$ cat config.mk
export PLATFORM = sky130hd
export DESIGN_NAME = life_rle_loader
export DESIGN_NICKNAME = d
export VERILOG_FILES = /design/src/rtl/life_rle_loader.sv
export SDC_FILE = /design/constraint.sdc
export NUM_CORES = 1
export LEC_CHECK = 0
export CAP_MARGIN = 15
export CORE_AREA = 2 2 108 120
export CTS_CLUSTER_SIZE = 25
export DETAILED_ROUTE_END_ITERATION = 10
export DIE_AREA = 0 0 110 122
export MAX_ROUTING_LAYER = met4
export PLACE_DENSITY_LB_ADDON = 0.08
export SLEW_MARGIN = 40
export SYNTH_ARGS = -nofsm -noshare
export SYNTH_HDL_FRONTEND = slang
export SYNTH_SLANG_ARGS = --single-unit
$ cat constraint.sdc
create_clock -name clk_pixel -period 10.98 [get_ports clk_pixel]
set_input_delay 2.745 -clock clk_pixel [delete_from_list [all_inputs] [get_ports clk_pixel]]
set_output_delay 2.745 -clock clk_pixel [all_outputs]
set_load 0.05 [all_outputs]
$ cat src/rtl/life_rle_loader.sv
// rtl/life_rle_loader.sv - RLE Life pattern decoder issuing packed byte writes to the frame SRAM
//
// Decodes an RLE pattern, one ASCII character per accepted byte, into packed
// 8-cell bytes. Bit 7 of each byte is the leftmost cell. Each byte is written
// through a single-outstanding request/acknowledge handshake.
//
// Ports:
//   clk_pixel, rst          pixel clock; asynchronous active-high reset
//   start, origin_addr      one-cycle load request and the pattern's top-left byte address
//   in_data/in_valid/in_ready  RLE character stream (accepted when valid and ready)
//   wr_addr/wr_data/wr_req/wr_ack  registered SRAM write request, held until acknowledged
//   busy, done, error       load in progress, end-of-pattern pulse, sticky parse error
//
// Build option: define LIFE_RLE_CLIP_EN to drop writes that fall past the
// right edge of the display row.
`timescale 1ns/1ps
module life_rle_loader #(
   parameter int ROW_BYTES = 200,
   parameter int RUN_W     = 12
) (
   input  logic        clk_pixel,
   input  logic        rst,
   input  logic        start,
   input  logic [18:0] origin_addr,
   input  logic [7:0]  in_data,
   input  logic        in_valid,
   output logic        in_ready,
   output logic [18:0] wr_addr,
   output logic [7:0]  wr_data,
   output logic        wr_req,
   input  logic        wr_ack,
   output logic        busy,
   output logic        done,
   output logic        error
);

   localparam logic [7:0] CH_B   = 8'h62;  // 'b' dead cell
   localparam logic [7:0] CH_O   = 8'h6F;  // 'o' live cell
   localparam logic [7:0] CH_EOL = 8'h24;  // '$' end of row
   localparam logic [7:0] CH_END = 8'h21;  // '!' end of pattern
   localparam logic [7:0] CH_SP  = 8'h20;
   localparam logic [7:0] CH_LF  = 8'h0A;
   localparam logic [7:0] CH_CR  = 8'h0D;
   localparam logic [7:0] CH_0   = 8'h30;
   localparam logic [7:0] CH_9   = 8'h39;

   localparam logic [18:0]      ROW_INC = 19'(ROW_BYTES);
   localparam logic [RUN_W-1:0] RUN_ONE = RUN_W'(1);
   localparam logic [RUN_W-1:0] RUN_MAX = {RUN_W{1'b1}};

   typedef enum logic [2:0] {
      S_IDLE,
      S_PARSE,
      S_EMIT,
      S_FLUSH,
      S_ROWADV,
      S_FIN,
      S_WAIT_ACK
   } state_t;

   state_t           state;
   state_t           ret_state;   // where WAIT_ACK resumes once the write is acknowledged
   logic [18:0]      cur_addr;    // byte currently being filled
   logic [18:0]      line_addr;   // first byte of the current pattern row
   logic [2:0]       bit_pos;     // cells already shifted into the current byte
   logic [7:0]       shift;
   logic [RUN_W-1:0] count;       // decimal run prefix being accumulated
   logic [RUN_W-1:0] run;         // cells or rows still to process for the current token
   logic             cell_val;
   logic             is_bang;     // the pending flush was triggered by '!'

   logic             is_digit;
   logic             is_ws;
   logic [RUN_W+3:0] count_x10;
   logic [RUN_W-1:0] count_sat;
   logic [RUN_W-1:0] eff_run;
   logic [7:0]       shift_next;
   logic [7:0]       flush_data;
   logic [18:0]      line_next;
   logic             clip;
   state_t           emit_next;
   state_t           flush_next;

   assign is_digit = (in_data >= CH_0) && (in_data <= CH_9);
   assign is_ws    = (in_data == CH_SP) || (in_data == CH_LF) || (in_data == CH_CR);

   // count*10 + digit in a widened accumulator, then clamp to the run width.
   assign count_x10 = ({4'b0000, count} << 3) + ({4'b0000, count} << 1)
                    + {{RUN_W{1'b0}}, in_data[3:0]};
   assign count_sat = (count_x10 > {4'b0000, RUN_MAX}) ? RUN_MAX : count_x10[RUN_W-1:0];
   assign eff_run   = (count == '0) ? RUN_ONE : count;

   assign shift_next = {shift[6:0], cell_val};
   // Older cells above bit_pos fall off the top, leaving the partial byte
   // left-aligned with zero padding for the dead cells.
   assign flush_data = shift << (4'd8 - {1'b0, bit_pos});
   assign line_next  = line_addr + ROW_INC;

   assign emit_next  = (run == RUN_ONE) ? S_PARSE : S_EMIT;
   assign flush_next = is_bang ? S_FIN : S_ROWADV;

`ifdef LIFE_RLE_CLIP_EN
   // The column is measured from the left edge of the display row, so a
   // pattern placed near the right edge is cut at the screen boundary rather
   // than wrapping onto the next scanline.
   logic [18:0] col_base;
   logic [18:0] col;

   assign col  = col_base + (cur_addr - line_addr);
   assign clip = (col >= ROW_INC);

   always_ff @(posedge clk_pixel or posedge rst) begin
      if (rst) begin
         col_base <= '0;
      end else if (state == S_IDLE && start) begin
         col_base <= 19'(origin_addr % ROW_BYTES);
      end
   end
`else
   assign clip = 1'b0;
`endif

   assign in_ready = (state == S_PARSE);
   assign busy     = (state != S_IDLE);

   always_ff @(posedge clk_pixel or posedge rst) begin
      if (rst) begin
         state     <= S_IDLE;
         ret_state <= S_PARSE;
         cur_addr  <= '0;
         line_addr <= '0;
         bit_pos   <= '0;
         shift     <= '0;
         count     <= '0;
         run       <= '0;
         cell_val  <= 1'b0;
         is_bang   <= 1'b0;
         wr_req    <= 1'b0;
         wr_addr   <= '0;
         wr_data   <= '0;
         done      <= 1'b0;
         error     <= 1'b0;
      end else begin
         done <= 1'b0;
         unique case (state)
            S_IDLE: begin
               if (start) begin
                  cur_addr  <= origin_addr;
                  line_addr <= origin_addr;
                  bit_pos   <= '0;
                  shift     <= '0;
                  count     <= '0;
                  error     <= 1'b0;
                  state     <= S_PARSE;
               end
            end

            S_PARSE: begin
               if (in_valid) begin
                  if (is_digit) begin
                     count <= count_sat;
                  end else if (is_ws) begin
                     count <= count;
                  end else if (in_data == CH_B || in_data == CH_O) begin
                     run      <= eff_run;
                     count    <= '0;
                     cell_val <= (in_data == CH_O);
                     state    <= S_EMIT;
                  end else if (in_data == CH_EOL) begin
                     run     <= eff_run;
                     count   <= '0;
                     is_bang <= 1'b0;
                     state   <= S_FLUSH;
                  end else if (in_data == CH_END) begin
                     count   <= '0;
                     is_bang <= 1'b1;
                     state   <= S_FLUSH;
                  end else begin
                     // Unknown character: abandon the load, partial byte is dropped.
                     error <= 1'b1;
                     state <= S_IDLE;
                  end
               end
            end

            S_EMIT: begin
               shift   <= shift_next;
               bit_pos <= bit_pos + 3'd1;
               run     <= run - RUN_ONE;
               if (bit_pos == 3'd7) begin
                  cur_addr <= cur_addr + 19'd1;
                  if (!clip) begin
                     wr_req    <= 1'b1;
                     wr_addr   <= cur_addr;
                     wr_data   <= shift_next;
                     ret_state <= emit_next;
                     state     <= S_WAIT_ACK;
                  end else begin
                     state <= emit_next;
                  end
               end else begin
                  state <= emit_next;
               end
            end

            S_FLUSH: begin
               bit_pos <= '0;
               shift   <= '0;
               if (bit_pos != 3'd0 && !clip) begin
                  wr_req    <= 1'b1;
                  wr_addr   <= cur_addr;
                  wr_data   <= flush_data;
                  ret_state <= flush_next;
                  state     <= S_WAIT_ACK;
               end else begin
                  done  <= is_bang;
                  state <= flush_next;
               end
            end

            S_ROWADV: begin
               line_addr <= line_next;
               run       <= run - RUN_ONE;
               if (run == RUN_ONE) begin
                  cur_addr <= line_next;
                  state    <= S_PARSE;
               end
            end

            S_FIN: begin
               state <= S_IDLE;
            end

            S_WAIT_ACK: begin
               if (wr_ack) begin
                  wr_req <= 1'b0;
                  done   <= (ret_state == S_FIN);
                  state  <= ret_state;
               end
            end

            default: begin
               state <= S_IDLE;
            end
         endcase
      end
   end

endmodule
==> metrics <==
status=completed; Yosys reg bits=111; Slew @ Worst Pin=0.762 ns; DRT antenna net count=0; Fmax=160 MHz; FF-to-FF Start=count[2]; HP Start=wr_addr[0]; cts bufs inserted=9; Synth Area in XOR/XNOR=2.93%; CTS clk-pin slew, worst paths=0.07 ns; Sequential Power Share=42.5%; Period Utilization, post-route=57.0%; WL per Instance=17.6 um; Switch Pwr=0.000650 W; vias in the first global route=6,067; sequential fraction of the synthesis area=38.7%; Fin. Hold Viols=0; final wirelength=17.8 mm; most frequent cells in the layout=dfrtp_1 (110), nand2_1 (79), clkdlybuf4s50_1 (63); die width=110 um; Setup Skew=0.0146 ns; Synthesis Warnings=0; syn_nets=883; filler cell count=1,043; critical path endpoint category=register; PwrDens=194 nW/um^2; Slew Viols, Final=0; initial antenna violation count=0; Clock Sinks=111; largest family of logic cells by synthesized area=compound AO/OA/AOI/OAI gates; RSZ-0062 raised after global routing=false; grt total ovfl=0; P_int=0.000931 W; LEAKAGE=3.51 nW; WP data required=11.16 ns; Syn Inst Count=818; Final TNS setup=0 ns; Site Rows=43; Die Y=122 um; Post-synth EDFFs=0; starting density of the core=58.2%; RD Place Congestion=0.870; IR drop worst, VDD=0.105 mV; H-tree levels=3; hold buffers post-CTS=0; critical path fanouts, max=11; synthesized area=7170 sq um; Clock Tree Root=clkbuf_16; pin count of the biggest net entering global routing=84; Total Routing Usage GR=28.4%; Detailed Place HPWL=12.9 mm; final core occ=66.0%; post-route minimum period=6.26 ns; critical path type=input port to register; Synth Area in Adders=5.97%; most common cell after layout, fill and taps aside=dfrtp_1; layout cells sized above 1=6.46%; Rel. slew slack=49.0%; mux share of post-synthesis cell area=4.24%; cts repair resizes=0; core area=12,300 sq um; num ports=64; Final Setup Violations=0; Max Root-Sink Buffers=2; max cap viols=0; global-route wire length before repair=29.6 mm; clk_lat worst skew=0.36 ns; simple-gate area share of the yosys netlist=18.2%; post-CTS setup buffers=0; PortBufs=63; Die ar.=13,400 sq um; CP Launch Type=input port; Distinct cells, synth=77; post-synthesis compound-gate area fraction=25.2%; main flop type after synthesis=dfrtp_1; Vias/cell=6.40; Async SR Flop Fraction=100%; DRC viols=0; worst hold-check path type=register to register; detailed-route via count=6,453; TritonRoute pass-1 iters=6; sw frac=41.1%; Arrival @ worst endpoint=6.44 ns; Logic pwr share=36.9%; Area growth syn-to-layout=13.4%; CTS tree=done; Nets=911; number of diodes=0; DRT iter0 DRCs=609; Syn Area/Cell=8.77 sq um; clock power share=20.5%; worst setup path start=in_data[3]
==> power groups by stage <==
| stage | registers (W) | logic, W | clock network, W |
|---|---|---|---|
| floorplan | 0.000709 | 0.000370 | 0 |
| global placement | 0.000667 | 0.000568 | 0 |
| detailed placement | 0.000676 | 0.000584 | 0 |
| CTS | 0.000668 | 0.000585 | 0.000328 |
| global route | 0.000691 | 0.000644 | 0.000347 |
| finish | 0.000672 | 0.000584 | 0.000325 |
==> worst paths after layout <==
kind                         endpoint  slack [ns]  cells after the start
min in group asynchronous     is_bang        2.73                      2
hold / removal             wr_addr[0]        0.48                      2
max in group asynchronous  wr_addr[2]        7.24                      3
setup reg to reg            count[10]        7.33                      8
setup / recovery            count[10]        4.72                      9
hold reg to reg            wr_addr[0]        0.48                      2
==> layout make-up <==
class	instances	area [sq um]	share of cell area, %
Clock buffer	13	240	2.95
Clock inverter	3	43.8	0.538
Tap cell	157	196	2.41
Timing Repair Buffer	70	689	8.47
Sequential cell	111	2780	34.2
Multi-Input combinational cell	624	4070	50.0
Inverter	30	115	1.41
==> kinds of logic (layout without fill, tap and decap cells) <==
group           after synthesis  count (layout)
simple gates                269             269
compound gates              271             271
mux                          27              27
xor+xnor                     24              24
flops                       111             111
buf+inv                      83             116
fa+ha+maj                    33              33
==> Yosys cell counts (all sizes together) (3+ instances only) <==
cell | count | area [sq um]
and3 | 13 | 81.3
a211o | 3 | 26.3
ha | 31 | 388
nand3 | 34 | 170
xor2 | 11 | 96.3
o22ai | 11 | 68.8
mux2 | 17 | 191
a221o | 3 | 30.0
o21ai | 77 | 389
a31oi | 14 | 87.6
a221oi | 7 | 61.3
o21a | 4 | 30.0
a2111oi | 5 | 50.0
mux2i | 9 | 90.1
buf | 8 | 55.1
nand2b | 10 | 62.6
o21bai | 3 | 22.5
dfrtp | 110 | 2750
xnor2 | 13 | 114
or4 | 4 | 37.5
a21o | 10 | 75.1
o31ai | 7 | 62.6
a222oi | 4 | 40.0
nor2b | 7 | 43.8
a211oi | 8 | 65.1
nor4 | 8 | 50.1
nand2 | 80 | 300
a22o | 12 | 105
inv | 29 | 109
a2bb2oi | 3 | 26.3
o211ai | 4 | 30.0
or3 | 5 | 31.3
o41ai | 4 | 35.0
nor2 | 55 | 206
nand3b | 3 | 22.5
a22oi | 15 | 113
a21oi | 51 | 255
clkbuf | 45 | 169
nand4 | 9 | 56.3
and2 | 6 | 37.5
nor3 | 25 | 125
a311oi | 6 | 52.6
==> registers in the layout, summed over array words and instances, names as in the netlist, 3 cells and up <==
| name | cells |
|---|---|
| bit_pos | 3 |
| count | 12 |
| cur_addr | 19 |
| line_addr | 19 |
| ret_state | 3 |
| run | 12 |
| shift | 8 |
| state | 3 |
| wr_addr | 19 |
| wr_data | 8 |
==> worst max-delay path: stages <==
cell	delay [ns]
clkdlybuf4s50_1	0.59
fa_1	0.60
fa_1	0.47
a21o_1	0.23
a221oi_1	0.53
o22ai_1	0.18
a2111o_1	0.34
o21ai_1	0.56
o2111ai_1	0.20
==> per-layer routing <==
| layer | GRT usage (%) | part of all wire [%] | vias to the layer above |
|---|---|---|---|
| li1 | - | - | 3118 |
| met1 | 36.8 | 44 | 3107 |
| met2 | 46.3 | 50 | 194 |
| met3 | 2.57 | 4.1 | 34 |
| met4 | 10.4 | 2.0 | 0 |
| met5 | - | 0 | - |
==> stage by stage <==
step | instances | total power (W) | setup slack (ns) | cell area, sq um | hold WS [ns]
floorplan | 818 | 0.00108 | 5.31 | 7170 | 0.446
global placement | 992 | 0.00123 | 4.20 | 7840 | 0.461
detailed placement | 992 | 0.00126 | 4.37 | 7850 | 0.471
CTS | 1008 | 0.00158 | 4.75 | 8130 | 0.486
global route | 1008 | 0.00168 | 4.36 | 8140 | 0.512
finish | 1008 | 0.00158 | 4.72 | 8140 | 0.481
Power figures use the tool's default switching activity.
